## src/rtl/hilo_pkg.sv

```systemverilog
// Shared definitions for the HI/LO multiply/divide sequencer: operation
// encodings, FSM state type and the default operand width.
package hilo_pkg;

  localparam int WIDTH_DEF = 32;

  typedef enum logic [1:0] {
    OP_MULT  = 2'b00,
    OP_MULTU = 2'b01,
    OP_DIV   = 2'b10,
    OP_DIVU  = 2'b11
  } op_e;

  typedef enum logic [1:0] {
    ST_IDLE = 2'b00,
    ST_RUN  = 2'b01,
    ST_DONE = 2'b10
  } state_e;

endpackage

```

## src/rtl/hilo_iter.sv

```systemverilog
// One radix-2 iteration on magnitudes: shift-add for multiply, restoring
// shift-subtract for divide (divide path present only with HILO_DIV_EN).
module hilo_iter
  import hilo_pkg::*;
#(
  parameter int WIDTH = WIDTH_DEF
) (
  input  logic             is_div,
  input  logic [WIDTH-1:0] m,
  input  logic [WIDTH-1:0] acc_hi,
  input  logic [WIDTH-1:0] acc_lo,
  output logic [WIDTH-1:0] acc_hi_d,
  output logic [WIDTH-1:0] acc_lo_d
);

  logic [WIDTH:0] sum;

  // {acc_hi, acc_lo} holds the partial product with the multiplier in acc_lo
  always_comb begin
    sum = acc_lo[0] ? ({1'b0, acc_hi} + {1'b0, m}) : {1'b0, acc_hi};
  end

`ifdef HILO_DIV_EN
  logic [WIDTH:0] shifted;
  logic [WIDTH:0] diff;

  // acc_hi is the partial remainder, acc_lo shifts dividend bits out and quotient bits in
  always_comb begin
    shifted = {acc_hi, acc_lo[WIDTH-1]};
    diff    = shifted - {1'b0, m};
    if (is_div) begin
      if (!diff[WIDTH]) begin
        acc_hi_d = diff[WIDTH-1:0];
        acc_lo_d = {acc_lo[WIDTH-2:0], 1'b1};
      end else begin
        acc_hi_d = shifted[WIDTH-1:0];
        acc_lo_d = {acc_lo[WIDTH-2:0], 1'b0};
      end
    end else begin
      acc_hi_d = sum[WIDTH:1];
      acc_lo_d = {sum[0], acc_lo[WIDTH-1:1]};
    end
  end
`else
  logic unused_is_div;
  assign unused_is_div = is_div;

  always_comb begin
    acc_hi_d = sum[WIDTH:1];
    acc_lo_d = {sum[0], acc_lo[WIDTH-1:1]};
  end
`endif

endmodule

```

## src/rtl/hilo_seq.sv

```systemverilog
// Iterative HI/LO multiply/divide unit with MTHI/MTLO, pipeline stall and abort.
// Divide ops are built only when HILO_DIV_EN is defined; otherwise they are ignored.
module hilo_seq
  import hilo_pkg::*;
#(
  parameter int WIDTH = WIDTH_DEF
) (
  input  logic             clk,
  input  logic             rst_n,
  input  logic             start,
  input  logic [1:0]       op,
  input  logic [WIDTH-1:0] src_a,
  input  logic [WIDTH-1:0] src_b,
  input  logic             mthi,
  input  logic             mtlo,
  input  logic [WIDTH-1:0] wdata,
  input  logic             rd_req,
  output logic             busy,
  output logic             stall,
  output logic             done,
  output logic [WIDTH-1:0] hi,
  output logic [WIDTH-1:0] lo
);

  localparam int CNT_W = (WIDTH > 1) ? $clog2(WIDTH) : 1;
  localparam logic [CNT_W-1:0] CNT_LAST = CNT_W'(WIDTH - 1);

  function automatic logic [WIDTH-1:0] cond_neg(input logic [WIDTH-1:0] v, input logic n);
    return n ? -v : v;
  endfunction

  function automatic logic [2*WIDTH-1:0] cond_neg2(input logic [2*WIDTH-1:0] v, input logic n);
    return n ? -v : v;
  endfunction

  state_e           state_q;
  logic [CNT_W-1:0] cnt_q;
  logic             busy_q;
  logic             done_q;
  logic [WIDTH-1:0] hi_q;
  logic [WIDTH-1:0] lo_q;

  logic [WIDTH-1:0] acc_hi_q;
  logic [WIDTH-1:0] acc_lo_q;
  logic [WIDTH-1:0] m_q;
  logic             is_div_q;
  logic             neg_res_q;
  logic [WIDTH-1:0] acc_hi_d;
  logic [WIDTH-1:0] acc_lo_d;

  logic signed [WIDTH-1:0] a_s;
  logic signed [WIDTH-1:0] b_s;
  logic             signed_op;
  logic             is_div;
  logic             a_neg;
  logic             b_neg;
  logic [WIDTH-1:0] a_mag;
  logic [WIDTH-1:0] b_mag;
  logic             op_ok;
  logic             mt_wr;
  logic             load_en;

  logic [2*WIDTH-1:0] prod;
  logic [WIDTH-1:0]   res_hi;
  logic [WIDTH-1:0]   res_lo;

  assign a_s       = src_a;
  assign b_s       = src_b;
  assign signed_op = (op == OP_MULT) || (op == OP_DIV);
  assign is_div    = (op == OP_DIV) || (op == OP_DIVU);
  assign a_neg     = signed_op && (a_s < 0);
  assign b_neg     = signed_op && (b_s < 0);
  assign a_mag     = cond_neg(src_a, a_neg);
  assign b_mag     = cond_neg(src_b, b_neg);
  assign mt_wr     = mthi | mtlo;
`ifdef HILO_DIV_EN
  assign op_ok     = 1'b1;
`else
  assign op_ok     = !is_div;
`endif
  assign load_en   = (state_q == ST_IDLE) && start && op_ok && !mt_wr;

  // ---- operand capture / iteration stage ----
  hilo_iter #(.WIDTH(WIDTH)) u_iter (
    .is_div   (is_div_q),
    .m        (m_q),
    .acc_hi   (acc_hi_q),
    .acc_lo   (acc_lo_q),
    .acc_hi_d (acc_hi_d),
    .acc_lo_d (acc_lo_d)
  );

  always_ff @(posedge clk) begin
    if (load_en) begin
      acc_hi_q  <= '0;
      acc_lo_q  <= is_div ? a_mag : b_mag;
      m_q       <= is_div ? b_mag : a_mag;
      is_div_q  <= is_div;
      neg_res_q <= a_neg ^ b_neg;
    end else if (state_q == ST_RUN) begin
      acc_hi_q  <= acc_hi_d;
      acc_lo_q  <= acc_lo_d;
    end
  end

`ifdef HILO_DIV_EN
  logic [WIDTH-1:0] a_q;
  logic             div0_q;
  logic             neg_rem_q;

  always_ff @(posedge clk) begin
    if (load_en) begin
      a_q       <= src_a;
      div0_q    <= (src_b == '0);
      neg_rem_q <= a_neg;
    end
  end
`endif

  // ---- sign correction applied in DONE ----
  always_comb begin
    prod   = cond_neg2({acc_hi_q, acc_lo_q}, neg_res_q);
    res_hi = prod[2*WIDTH-1:WIDTH];
    res_lo = prod[WIDTH-1:0];
`ifdef HILO_DIV_EN
    if (is_div_q) begin
      if (div0_q) begin
        res_hi = a_q;
        res_lo = '1;
      end else begin
        res_hi = cond_neg(acc_hi_q, neg_rem_q);
        res_lo = cond_neg(acc_lo_q, neg_res_q);
      end
    end
`endif
  end

  // ---- control FSM and architectural HI/LO ----
  always_ff @(posedge clk or negedge rst_n) begin
    if (!rst_n) begin
      state_q <= ST_IDLE;
      cnt_q   <= '0;
      busy_q  <= 1'b0;
      done_q  <= 1'b0;
      hi_q    <= '0;
      lo_q    <= '0;
    end else begin
      done_q <= 1'b0;
      if (mt_wr) begin
        if (mthi) hi_q <= wdata;
        if (mtlo) lo_q <= wdata;
        state_q <= ST_IDLE;
        busy_q  <= 1'b0;
      end else begin
        case (state_q)
          ST_IDLE: begin
            if (load_en) begin
              state_q <= ST_RUN;
              busy_q  <= 1'b1;
              cnt_q   <= '0;
            end
          end
          ST_RUN: begin
            cnt_q <= cnt_q + 1'b1;
            if (cnt_q == CNT_LAST) state_q <= ST_DONE;
          end
          ST_DONE: begin
            hi_q    <= res_hi;
            lo_q    <= res_lo;
            done_q  <= 1'b1;
            busy_q  <= 1'b0;
            state_q <= ST_IDLE;
          end
          default: begin
            state_q <= ST_IDLE;
            busy_q  <= 1'b0;
          end
        endcase
      end
    end
  end

  assign busy  = busy_q;
  assign done  = done_q;
  assign hi    = hi_q;
  assign lo    = lo_q;
  assign stall = rd_req & busy_q;

endmodule

```

## config.mk

```make
export PLATFORM = sky130hd
export DESIGN_NAME = hilo_seq
export DESIGN_NICKNAME = d
export VERILOG_FILES = /design/src/rtl/hilo_pkg.sv /design/src/rtl/hilo_iter.sv /design/src/rtl/hilo_seq.sv
export SDC_FILE = /design/constraint.sdc
export NUM_CORES = 1
export LEC_CHECK = 0
export ABC_AREA = 1
export BUFFER_PORTS_ARGS = -buffer_cell sky130_fd_sc_hd__buf_2
export CAP_MARGIN = 5
export CORE_ASPECT_RATIO = 0.75
export CORE_UTILIZATION = 40
export DETAILED_ROUTE_END_ITERATION = 8
export SLEW_MARGIN = 20
export SYNTH_ARGS = -nofsm -noshare
export SYNTH_HDL_FRONTEND = slang
export SYNTH_SLANG_ARGS = --single-unit
```

## constraint.sdc

```tcl
create_clock -name clk -period 2.2 [get_ports clk]
set_clock_uncertainty 0.1 [all_clocks]
set_input_delay 0.11 -clock clk [delete_from_list [all_inputs] [get_ports clk]]
set_output_delay 0.11 -clock clk [all_outputs]
set_load 0.02 [all_outputs]
```

==> results.tsv, run 1 <==
stage	metric	value	unit
power_and_ir_drop	Peak VDD IR	0.000404	V
power_and_ir_drop	total chip power	12.0	mW
placed_design	Port Buffer Count	170	
worst_setup_path	Arrival @ worst endpoint	2.47	ns
cts	clk buf depth	2	
floorplan	Site Rows	58	
global_routing	met1 usage in global routing	47.6	%
power_and_ir_drop	Leak	8.29	nW
hold_path	worst hold path type	primary input to flip-flop	
synth	Synth Instances	2169	
final_layout	register area	0.00443	sq mm
sta	period utilisation layout	100	%
global_routing	GRT overflow	0	
floorplan	die width	215	microns
cts	clk root buf	clkbuf_16	
synth	#FFs+latches synth	170	
worst_setup_path	WS Path Type	flip-flop to flip-flop	
global_routing	gr busiest metal	met1	
routing	final WL	55300	microns
routing	vias	15700	
floorplan	core area	0.0335	sq mm
synth	Primary FF master, synth	dfrtp_1	
synth	Syn Nets	2311	
final_layout	multi-input logic area	0.00851	sq mm
sta	endpoints failing setup	1	
global_routing	initial antenna violation count	1	
routing	Initial DRT Pass Iterations	5	
cts	CTS sink cnt	170	
worst_setup_path	Reg-to-Reg Start	m_q[10]	
final_layout	commonest non-fill, non-tap cell in the layout	nand2_1	
placed_design	GPL Wtd Cong	0.990	
global_routing	Total Routing Usage GR	31.7	%
worst_setup_path	Critical-path top delay cell	edfxtp_1	
cts	CTS buffer count	17	
sta	Tightest Pin Transition	0.600	ns
run_status	run status	finished, violations left	
synth	post-synth design cell area	0.0136	sq mm
final_layout	commonest non-fill, non-tap cells in the layout	624 x nand2_1, 313 x nor2_1, 226 x inv_1, 174 x a21oi_1, 169 x buf_2	
worst_setup_path	crit path launch	m_q[10]	
synth	yosys warns	0	
global_routing	global-route wire length before repair	83200	microns
worst_setup_path	nature of the critical path startpoint	flip-flop	
synth	most area-hungry cell type in the Yosys netlist	nand2_1	
synth	synthesized area per cell	6.27	sq um
global_routing	met3 Resource Use GR	5.54	%
sta	Setup TNS	-0.00673	ns
placed_design	Worst Setup Slack post-DPL	-0.148	ns
cts	CTS tree	done	
synth	Post-synth EDFFs	65	
worst_setup_path	slowest stage delay, CP	0.48	ns
synth	Async SR Flop Fraction	42.9	%
cts	Worst-path clk slew	0.08	ns
final_layout	layout cells sized above 1	20.0	%
synth	Yosys cell types	45	
power_and_ir_drop	pwr dens	679	mW/mm^2
synth	area share of the largest cell type after synthesis	18.0	%
synth	register area share after synthesis	32.5	%
floorplan	Die Y	162	microns
sta	RSZ-0062 raised after global routing	true	
flow_run	Max Cap Viol	0	
sta	Slew HR	59.6	%
sta	fmax	453	MHz
final_layout	Layout area overhead	29.6	%
sta	min cycle time layout	2.21	ns
routing	wire per inst	18.6	microns
hold_path	min-delay src	src_a[2]	
worst_setup_path	Max FO, Critical Path	3	
global_routing	M2 GR Usage	46.5	%
routing	post-route DRC violation count	0	
worst_setup_path	crit end category	flip-flop	
final_layout	non-filler instance count after layout	2970	
floorplan	Starting Density	40.6	%
synth	main area contributors after synthesis	nand2_1 18%, edfxtp_1 14%, dfrtp_1 13%	
worst_setup_path	crit path buf inv count	1	
global_routing	vias in the first global route	14400	
final_layout	# diodes	0	
final_layout	Final #Nets	2649	
run_status	violated checks	negative setup slack	
placed_design	# placed instances	2879	
sta	Slew Limit Fails	0	
worst_setup_path	Data required, critical path	2.47	ns
routing	drt via density	5.27	
global_routing	largest net degree at the start of global routing	54	
worst_setup_path	Cell Chain, Critical Path	ha_4, buf_4, nand2_1, o21bai_1, nand3b_1, nand2_1, nand3_1, nand3_1, nand2_1, nand2_1	
sta	Hold Worst Slack	0.0215	ns
sta	final setup margin	-0.00673	ns
routing	Final ANT Viol Nets	0	
cts	worst skew pair latency	0.46	ns
worst_setup_path	cell mode on critical path	nand2_1	
routing	drt first-iter violations	1724	
worst_setup_path	CP top delay family	simple AND/OR/NAND/NOR gates	
final_layout	filler cell count	3453	
floorplan	total die area	0.0347	sq mm
cts	H-tree Lvls	4	
sta	Final Hold Vio Count	0	
placed_design	DP HPWL	44300	microns
floorplan	Ports	171	
[final cells by class]
cell class | instances | area share (%)
Clock inverter | 11 | 0.554
Inverter | 236 | 5.04
Tap cell | 450 | 3.20
Multi-Input combinational cell | 1697 | 48.3
Clock buffer | 21 | 2.63
Sequential cell | 170 | 25.1
Timing Repair Buffer | 385 | 15.1
[worst paths after layout]
path | slack [ns] | cells after the start | endpoint
max in group asynchronous | 1.34 | 3 | lo[4]
worst min-delay path | 0.02 | 4 | m_q[2]
min in group asynchronous | 0.07 | 2 | hi[31]
worst max register to register | -0.007 | 10 | acc_hi_q[27]
worst max-delay path | -0.007 | 10 | acc_hi_q[27]
worst min register to register | 0.40 | 2 | cnt_q[4]
[cells in the mapped netlist, types with 5 or more instances]
library cell / count
dfrtp_1: 73
a21oi_1: 185
clkbuf_1: 34
buf_1: 6
nor2_2: 8
buf_2: 23
o21bai_1: 5
or2_2: 8
nand3_1: 173
xor2_1: 36
nor3_1: 10
o211ai_1: 5
edfxtp_1: 65
ha_1: 37
mux2i_1: 12
nor2_1: 340
inv_2: 5
nand2_1: 651
o21ai_1: 8
inv_1: 229
o21ai_0: 137
xnor2_1: 10
nand4_1: 25
a31oi_1: 11
dfxtp_1: 32
[tightest hold or removal path: cells and delay by family]
| family | cells | cell delay, ns |
|---|---|---|
| AOI/OAI and AO/OA | 1 | 0.07 |
| and+or+nand+nor | 1 | 0.05 |
| buffers and inverters | 1 | 0.10 |
| xor gates and xnor gates | 1 | 0.07 |
[flip-flops by register name, indices dropped and copies added, names as in the netlist]
register	cells
busy	1
acc_lo_q	32
state_q	2
hi	32
done	1
neg_res_q	1
acc_hi_q	32
m_q	32
cnt_q	5
lo	32
[kinds of logic (layout without fill, tap and decap cells)]
group           Yosys count  count (layout)  synth area share [%]
compound gates          369             369                  14.4
xor+xnor                 46              46                  2.96
fa+ha+maj                38              38                  3.55
buf+inv                 302             653                  8.64
flops                   170             170                  32.5
mux                      12              12                 0.884
simple gates           1232            1232                  37.1
[metrics by stage]
| stage | util, % | area, sq um |
|---|---|---|
| 4_1_cts | 50.9 | 17000 |
| 3_5_place_dp | 47.7 | 16000 |
| 5_1_grt | 52.6 | 17600 |
| 3_3_place_gp | 47.7 | 16000 |
| 6_report | 52.6 | 17600 |
| 2_1_floorplan | - | 13600 |
[timing repair]
item / in CTS / in global routing
gates resized for setup: 8 / 122
pin swaps: 2 / 13
hold endpoints to repair: 151 / 0
buffers inserted: 1 / 10
hold buffers: 48 / 0
setup endpoints to repair: 16 / 72
[power by group]
group | internal [mW] | total (mW) | switching (mW)
sequential | 3.66 | 4.01 | 0.350
clock | 1.56 | 3.01 | 1.45
combinational | 1.84 | 4.94 | 3.10
total | 7.05 | 12.0 | 4.90
[metal layers]
| layer | share of wire (%) | up-vias |
|---|---|---|
| li1 | - | 7727 |
| met1 | 47 | 7244 |
| met2 | 42 | 631 |
| met3 | 8.5 | 62 |
| met4 | 2.1 | 0 |
| met5 | 0 | - |
Note: power is estimated with default switching activity, not from simulation.
==> run 2, diff against run 1 <==
--- a/config.mk
+++ b/config.mk
@@ -10,6 +10,7 @@
 export CAP_MARGIN = 5
 export CORE_ASPECT_RATIO = 0.75
 export CORE_UTILIZATION = 40
+export CTS_BUF_LIST = sky130_fd_sc_hd__clkbuf_4
 export DETAILED_ROUTE_END_ITERATION = 8
 export SLEW_MARGIN = 20
 export SYNTH_ARGS = -nofsm -noshare
==> run 2 against run 1 <==
The run now ends clean. Sequential power about the same. Critical path depth increased by 1. Utilization up 1.9 points. Setup slack better by 0.011 ns. Register-to-register slack about the same. Final area is 3.6% higher. Global-route usage is 0.39 points higher. Clock power is 36% lower. Critical path type unchanged.
==> results.tsv, run 2 (synthesized netlist as in run 1, its figures left out) <==
stage	metric	value	unit	change
power_and_ir_drop	Peak VDD IR	0.000343	V	-15%
cts	clk buf depth	2		unchanged
final_layout	Final #Nets	2717		+2.6%
worst_setup_path	nature of the critical path startpoint	flip-flop		
final_layout	commonest non-fill, non-tap cell in the layout	nand2_1		
cts	CTS tree	done		
hold_path	min-delay src	start		
final_layout	Final Util	54.5	%	+1.9 points
sta	Setup TNS	0	ns	+0.00673 ns
placed_design	GPL Wtd Cong	0.990		unchanged
global_routing	global-route wire length before repair	84500	microns	+1.6%
routing	vias	16000		+1.9%
worst_setup_path	Data required, critical path	2.67	ns	+0.20 ns
sta	fmax	455	MHz	+0.48%
sta	Tightest Pin Transition	0.692	ns	+0.0917 ns
hold_path	Hold Path Depth	3		-1
placed_design	# placed instances	2879		unchanged
worst_setup_path	R2R cell count	11		+1
placed_design	Port Buffer Count	170		unchanged
routing	wire per inst	18.5	microns	-0.71%
sta	period utilisation layout	99.8	%	-0.48 points
sta	Slew HR	53.8	%	-5.8 points
final_layout	commonest non-fill, non-tap cells in the layout	619 x nand2_1, 300 x nor2_1, 226 x inv_1, 172 x buf_4, 170 x a21oi_1		
cts	clk root buf	clkbuf_4		
floorplan	Ports	171		unchanged
hold_path	Worst Hold Path EP	acc_lo_q[16]		
sta	endpoints failing setup	0		-1
sta	Slew Limit Fails	0		unchanged
floorplan	Starting Density	40.6	%	unchanged
floorplan	die width	215	microns	unchanged
worst_setup_path	Arrival @ worst endpoint	2.66	ns	+0.19 ns
flow_run	Max Cap Viol	0		unchanged
routing	drt via density	5.25		-0.49%
sta	Final Hold Vio Count	0		unchanged
floorplan	core area	0.0335	sq mm	unchanged
floorplan	Die Y	162	microns	unchanged
final_layout	layout cells sized above 1	21.2	%	+1.1 points
final_layout	non-filler instance count after layout	3041		+2.4%
cts	H-tree Lvls	4		unchanged
global_routing	vias in the first global route	14800		+3.2%
worst_setup_path	crit path launch	acc_lo_q[14]		
sta	RSZ-0062 raised after global routing	true		
worst_setup_path	reg2reg setup slack	0.004	ns	about the same
cts	worst skew pair latency	0.65	ns	+0.19 ns
routing	Final ANT Viol Nets	0		unchanged
worst_setup_path	Max FO, Critical Path	4		+1
global_routing	Total Routing Usage GR	32.1	%	+0.39 points
global_routing	GRT overflow	0		unchanged
cts	CTS sink cnt	170		unchanged
floorplan	total die area	0.0347	sq mm	unchanged
routing	Initial DRT Pass Iterations	7		+2
final_layout	filler cell count	3384		-2.0%
worst_setup_path	reg2reg end	hi[3]		
final_layout	Layout area overhead	34.2	%	
worst_setup_path	WS Path Type	flip-flop to flip-flop		
routing	post-route DRC violation count	0		unchanged
worst_setup_path	crit end category	flip-flop		
floorplan	Site Rows	58		unchanged
worst_setup_path	Reg-to-Reg Start	acc_lo_q[14]		
power_and_ir_drop	Leak	8.53	nW	+2.9%
power_and_ir_drop	pwr dens	610	mW/mm^2	-10%
routing	drt first-iter violations	1656		-3.9%
run_status	run status	completed		
cts	CTS buffer count	17		unchanged
routing	final WL	56300	microns	+1.7%
global_routing	initial antenna violation count	3		+2
hold_path	worst hold path type	primary input to flip-flop		
global_routing	largest net degree at the start of global routing	54		unchanged
cts	Worst-path clk slew	0.15	ns	+0.07 ns
sta	Hold Worst Slack	0.0390	ns	+0.0174 ns
placed_design	DP HPWL	44300	microns	unchanged
sta	min cycle time layout	2.20	ns	-0.0106 ns
[run 2: critical path, cell delays in order (launching register included)]
cell and delay (ns):
edfxtp_1 0.53, nor2_1 0.18, nand2_1 0.09, nor2_1 0.12
nand2_2 0.10, buf_4 0.15, o21ai_4 0.21, nand2_1 0.12
a21oi_1 0.12, o21ai_0 0.14, buf_4 0.16, a21oi_1 0.11
[run 2: routing by layer]
layer | vias up | track usage, % | share of wire, %
li1 | 7851 | - | -
met2 | 636 | 47.6 | 42
met1 | 7410 | 48.3 | 48
met5 | - | 0 | 0
met4 | 0 | 8.34 | 2.2
met3 | 63 | 4.56 | 7.5
[run 2: stage by stage]
step                setup WS [ns]  power, mW  cell area [sq um]
global placement           -0.158       8.55              16000
detailed placement         -0.148       8.56              16000
floorplan                  0.0699       6.64              13600
finish                    0.00386       11.1              18200
CTS                       0.00229       10.7              17400
global route               -0.105       11.9              18200
[run 2: timing repair]
item,in CTS,in global routing
endpoints found under the hold margin,198,0
resized for setup,10,170
hold buffers,112,0
endpoints found under the setup margin,20,76
pin swaps,0,32
setup buffers,1,21
[run 2: layout make-up]
class	count	area, sq um	area share [%]
Sequential cell	170	4430	24.3
Timing Repair Buffer	453	3370	18.5
Clock buffer	19	143	0.782
Antenna cell	3	7.51	0.0412
Multi-Input combinational cell	1697	8710	47.8
Inverter	236	888	4.87
Tap cell	450	563	3.09
Clock inverter	13	131	0.720
[run 2: worst max path at each step]
stage | to | slack [ns] | cells after the start
after detailed placement | acc_hi_q[28] | -0.15 | 13
after CTS | hi[3] | 0.002 | 11
after floorplan | hi[22] | 0.07 | 14
final | hi[3] | 0.004 | 11
after global placement | acc_hi_q[28] | -0.16 | 13
after global routing | hi[3] | -0.11 | 11
[run 2: power breakdown]
part	leakage (nW)	internal (mW)	switching (mW)
Sequential	1.71	3.65	0.365
Clock	0.154	0.620	1.30
Combinational	6.67	2.01	3.17
Total	8.53	6.28	4.84
==> run 3, diff against run 2 <==
--- a/config.mk
+++ b/config.mk
@@ -10,7 +10,7 @@
 export CAP_MARGIN = 5
 export CORE_ASPECT_RATIO = 0.75
 export CORE_UTILIZATION = 40
-export CTS_BUF_LIST = sky130_fd_sc_hd__clkbuf_4
+export CTS_BUF_LIST = sky130_fd_sc_hd__clkbuf_8
 export DETAILED_ROUTE_END_ITERATION = 8
 export SLEW_MARGIN = 20
 export SYNTH_ARGS = -nofsm -noshare
==> run 3 against run 2 <==
Critical path type unchanged. Critical path depth stayed put. Highest routed layer unchanged. Largest power group unchanged. First-iteration DRC count up 12%. Routed wire length shrank 1.3%.
==> results.tsv, run 3 (synthesized netlist as in run 1, its figures left out) <==
stage	metric	value	unit	change
placed_design	# placed instances	2879		unchanged
final_layout	layout cells sized above 1	20.4	%	-0.73 points
floorplan	Site Rows	58		unchanged
placed_design	dpl cell area	0.0160	sq mm	unchanged
power_and_ir_drop	Peak VDD IR	0.000373	V	+8.7%
routing	drt first-iter violations	1853		+12%
sta	period utilisation layout	99.3	%	-0.55 points
floorplan	total die area	0.0347	sq mm	unchanged
global_routing	initial antenna violation count	0		-3
cts	CTS sink cnt	170		unchanged
worst_setup_path	Data required, critical path	2.52	ns	-0.15 ns
placed_design	DP HPWL	44300	microns	unchanged
global_routing	GRT overflow	0		unchanged
final_layout	Final Util	52.5	%	-2.0 points
routing	Final ANT Viol Nets	0		unchanged
floorplan	Die Y	162	microns	unchanged
sta	min cycle time layout	2.18	ns	-0.0121 ns
cts	clk buf depth	2		unchanged
placed_design	Port Buffer Count	170		unchanged
cts	worst skew pair latency	0.51	ns	-0.14 ns
placed_design	Worst Setup Slack post-DPL	-0.148	ns	unchanged
worst_setup_path	Max FO, Critical Path	3		-1
flow_run	Max Cap Viol	0		unchanged
worst_setup_path	crit end category	flip-flop		
floorplan	Ports	171		unchanged
power_and_ir_drop	Leak	8.25	nW	-3.4%
global_routing	largest net degree at the start of global routing	54		unchanged
global_routing	Total Routing Usage GR	31.7	%	-0.39 points
sta	Slew Limit Fails	0		unchanged
sta	fmax	458	MHz	+0.55%
final_layout	Final #Nets	2653		-2.4%
routing	vias	15800		-1.2%
floorplan	Starting Density	40.6	%	unchanged
final_layout	non-filler instance count after layout	2975		-2.2%
final_layout	Finished Cell Area	0.0176	sq mm	-3.7%
routing	wire per inst	18.7	microns	+0.88%
floorplan	die width	215	microns	unchanged
final_layout	commonest non-fill, non-tap cell in the layout	nand2_1		
floorplan	core area	0.0335	sq mm	unchanged
routing	Initial DRT Pass Iterations	6		-1
cts	Worst-path clk slew	0.11	ns	-0.04 ns
sta	final setup margin	0.0160	ns	+0.0121 ns
final_layout	Layout area overhead	29.2	%	
sta	endpoints failing setup	0		unchanged
power_and_ir_drop	pwr dens	642	mW/mm^2	+5.3%
worst_setup_path	Arrival @ worst endpoint	2.50	ns	-0.16 ns
cts	CTS buffer count	17		unchanged
global_routing	vias in the first global route	14400		-2.9%
cts	CTS tree	done		
routing	drt via density	5.30		+1.0%
sta	Slew HR	53.9	%	+0.14 points
run_status	run status	completed		
sta	RSZ-0062 raised after global routing	true		
routing	final WL	55500	microns	-1.3%
global_routing	global-route wire length before repair	83600	microns	-1.1%
sta	Tightest Pin Transition	0.690	ns	-0.00208 ns
worst_setup_path	WS Path Type	flip-flop to flip-flop		
worst_setup_path	reg2reg setup slack	0.02	ns	about the same
final_layout	commonest non-fill, non-tap cells in the layout	627 x nand2_1, 309 x nor2_1, 229 x inv_1, 169 x buf_2		
hold_path	worst hold path type	primary input to async pin		
cts	H-tree Lvls	4		unchanged
worst_setup_path	nature of the critical path startpoint	flip-flop		
sta	Final Hold Vio Count	0		unchanged
routing	post-route DRC violation count	0		unchanged
cts	clk root buf	clkbuf_8		
placed_design	GPL Wtd Cong	0.990		unchanged
-- run 3: cell count changes in the layout (fill, tap and decap cells not counted), moves of 8 or more --
cell and change:
nand2_2 -9, nand2_1 +8, nor2_1 +9, buf_4 -14, dlygate4sd3_1 -52, clkbuf_4 -19
clkbuf_8 +17
-- run 3: what timing repair did --
item / 4_1_cts / 5_1_grt
endpoints found under the setup margin: 18 / 65
pin swaps: 0 / 17
hold endpoints to repair: 161 / 0
hold buffers: 55 / 0
buffers inserted: 0 / 8
cloned: 0 / 0
gates resized for setup: 9 / 139
-- run 3: worst max-delay path, stage by stage, from the launching register on --
cell and delay, ns:
edfxtp_1 0.49, ha_4 0.33, buf_4 0.12, nand2_1 0.11
nor2_2 0.19, nand3_1 0.10, nand3b_1 0.22, nand2_2 0.12
nand3_1 0.09, nand3_1 0.10, nand2_1 0.09, nand2_1 0.05
-- run 3: metrics by stage --
stage	total power [mW]	hold WS, ns	setup TNS (ns)
3_3_place_gp	8.55	0.0257	-0.890
5_1_grt	12.0	0.0182	-0.709
3_5_place_dp	8.56	0.0292	-0.889
2_1_floorplan	6.64	-0.286	0
4_1_cts	10.9	0.00171	0
6_report	11.3	0.0154	0
-- run 3: metal layers --
layer	vias up	GRT usage [%]	share of wire [%]
li1	7726	-	-
met3	55	4.29	7.2
met1	7355	48.4	49
met5	-	0	0
met4	0	6.14	1.5
met2	634	47.3	43
-- run 3: final timing paths --
check,startpoint,end,cells past startpoint
min,rst_n,hi[31],2
max in group asynchronous,rst_n,lo[4],3
min in group clk,op[0],m_q[31],5
max reg2reg,m_q[10],acc_hi_q[27],11
min reg2reg,cnt_q[4],cnt_q[4],2
max,m_q[10],acc_hi_q[27],11
-- run 3: area by class of cell --
| type | instances | area, sq um |
|---|---|---|
| clock buffers | 17 | 234 |
| clock inverters | 15 | 139 |
| repair buffers | 389 | 2710 |
| fillers | 3450 | 15900 |
| inverters | 236 | 888 |
| well taps | 450 | 563 |
| multi-input cells | 1697 | 8600 |
| diodes | 1 | 2.50 |
| flip-flops and latches | 170 | 4430 |
-- run 3: power by group --
part | internal, mW | switching, mW | total [mW] | leakage (nW)
logic | 1.87 | 3.12 | 4.99 | 6.33
registers | 3.65 | 0.358 | 4.01 | 1.71
clock network | 0.919 | 1.35 | 2.27 | 0.200
total | 6.44 | 4.83 | 11.3 | 8.25
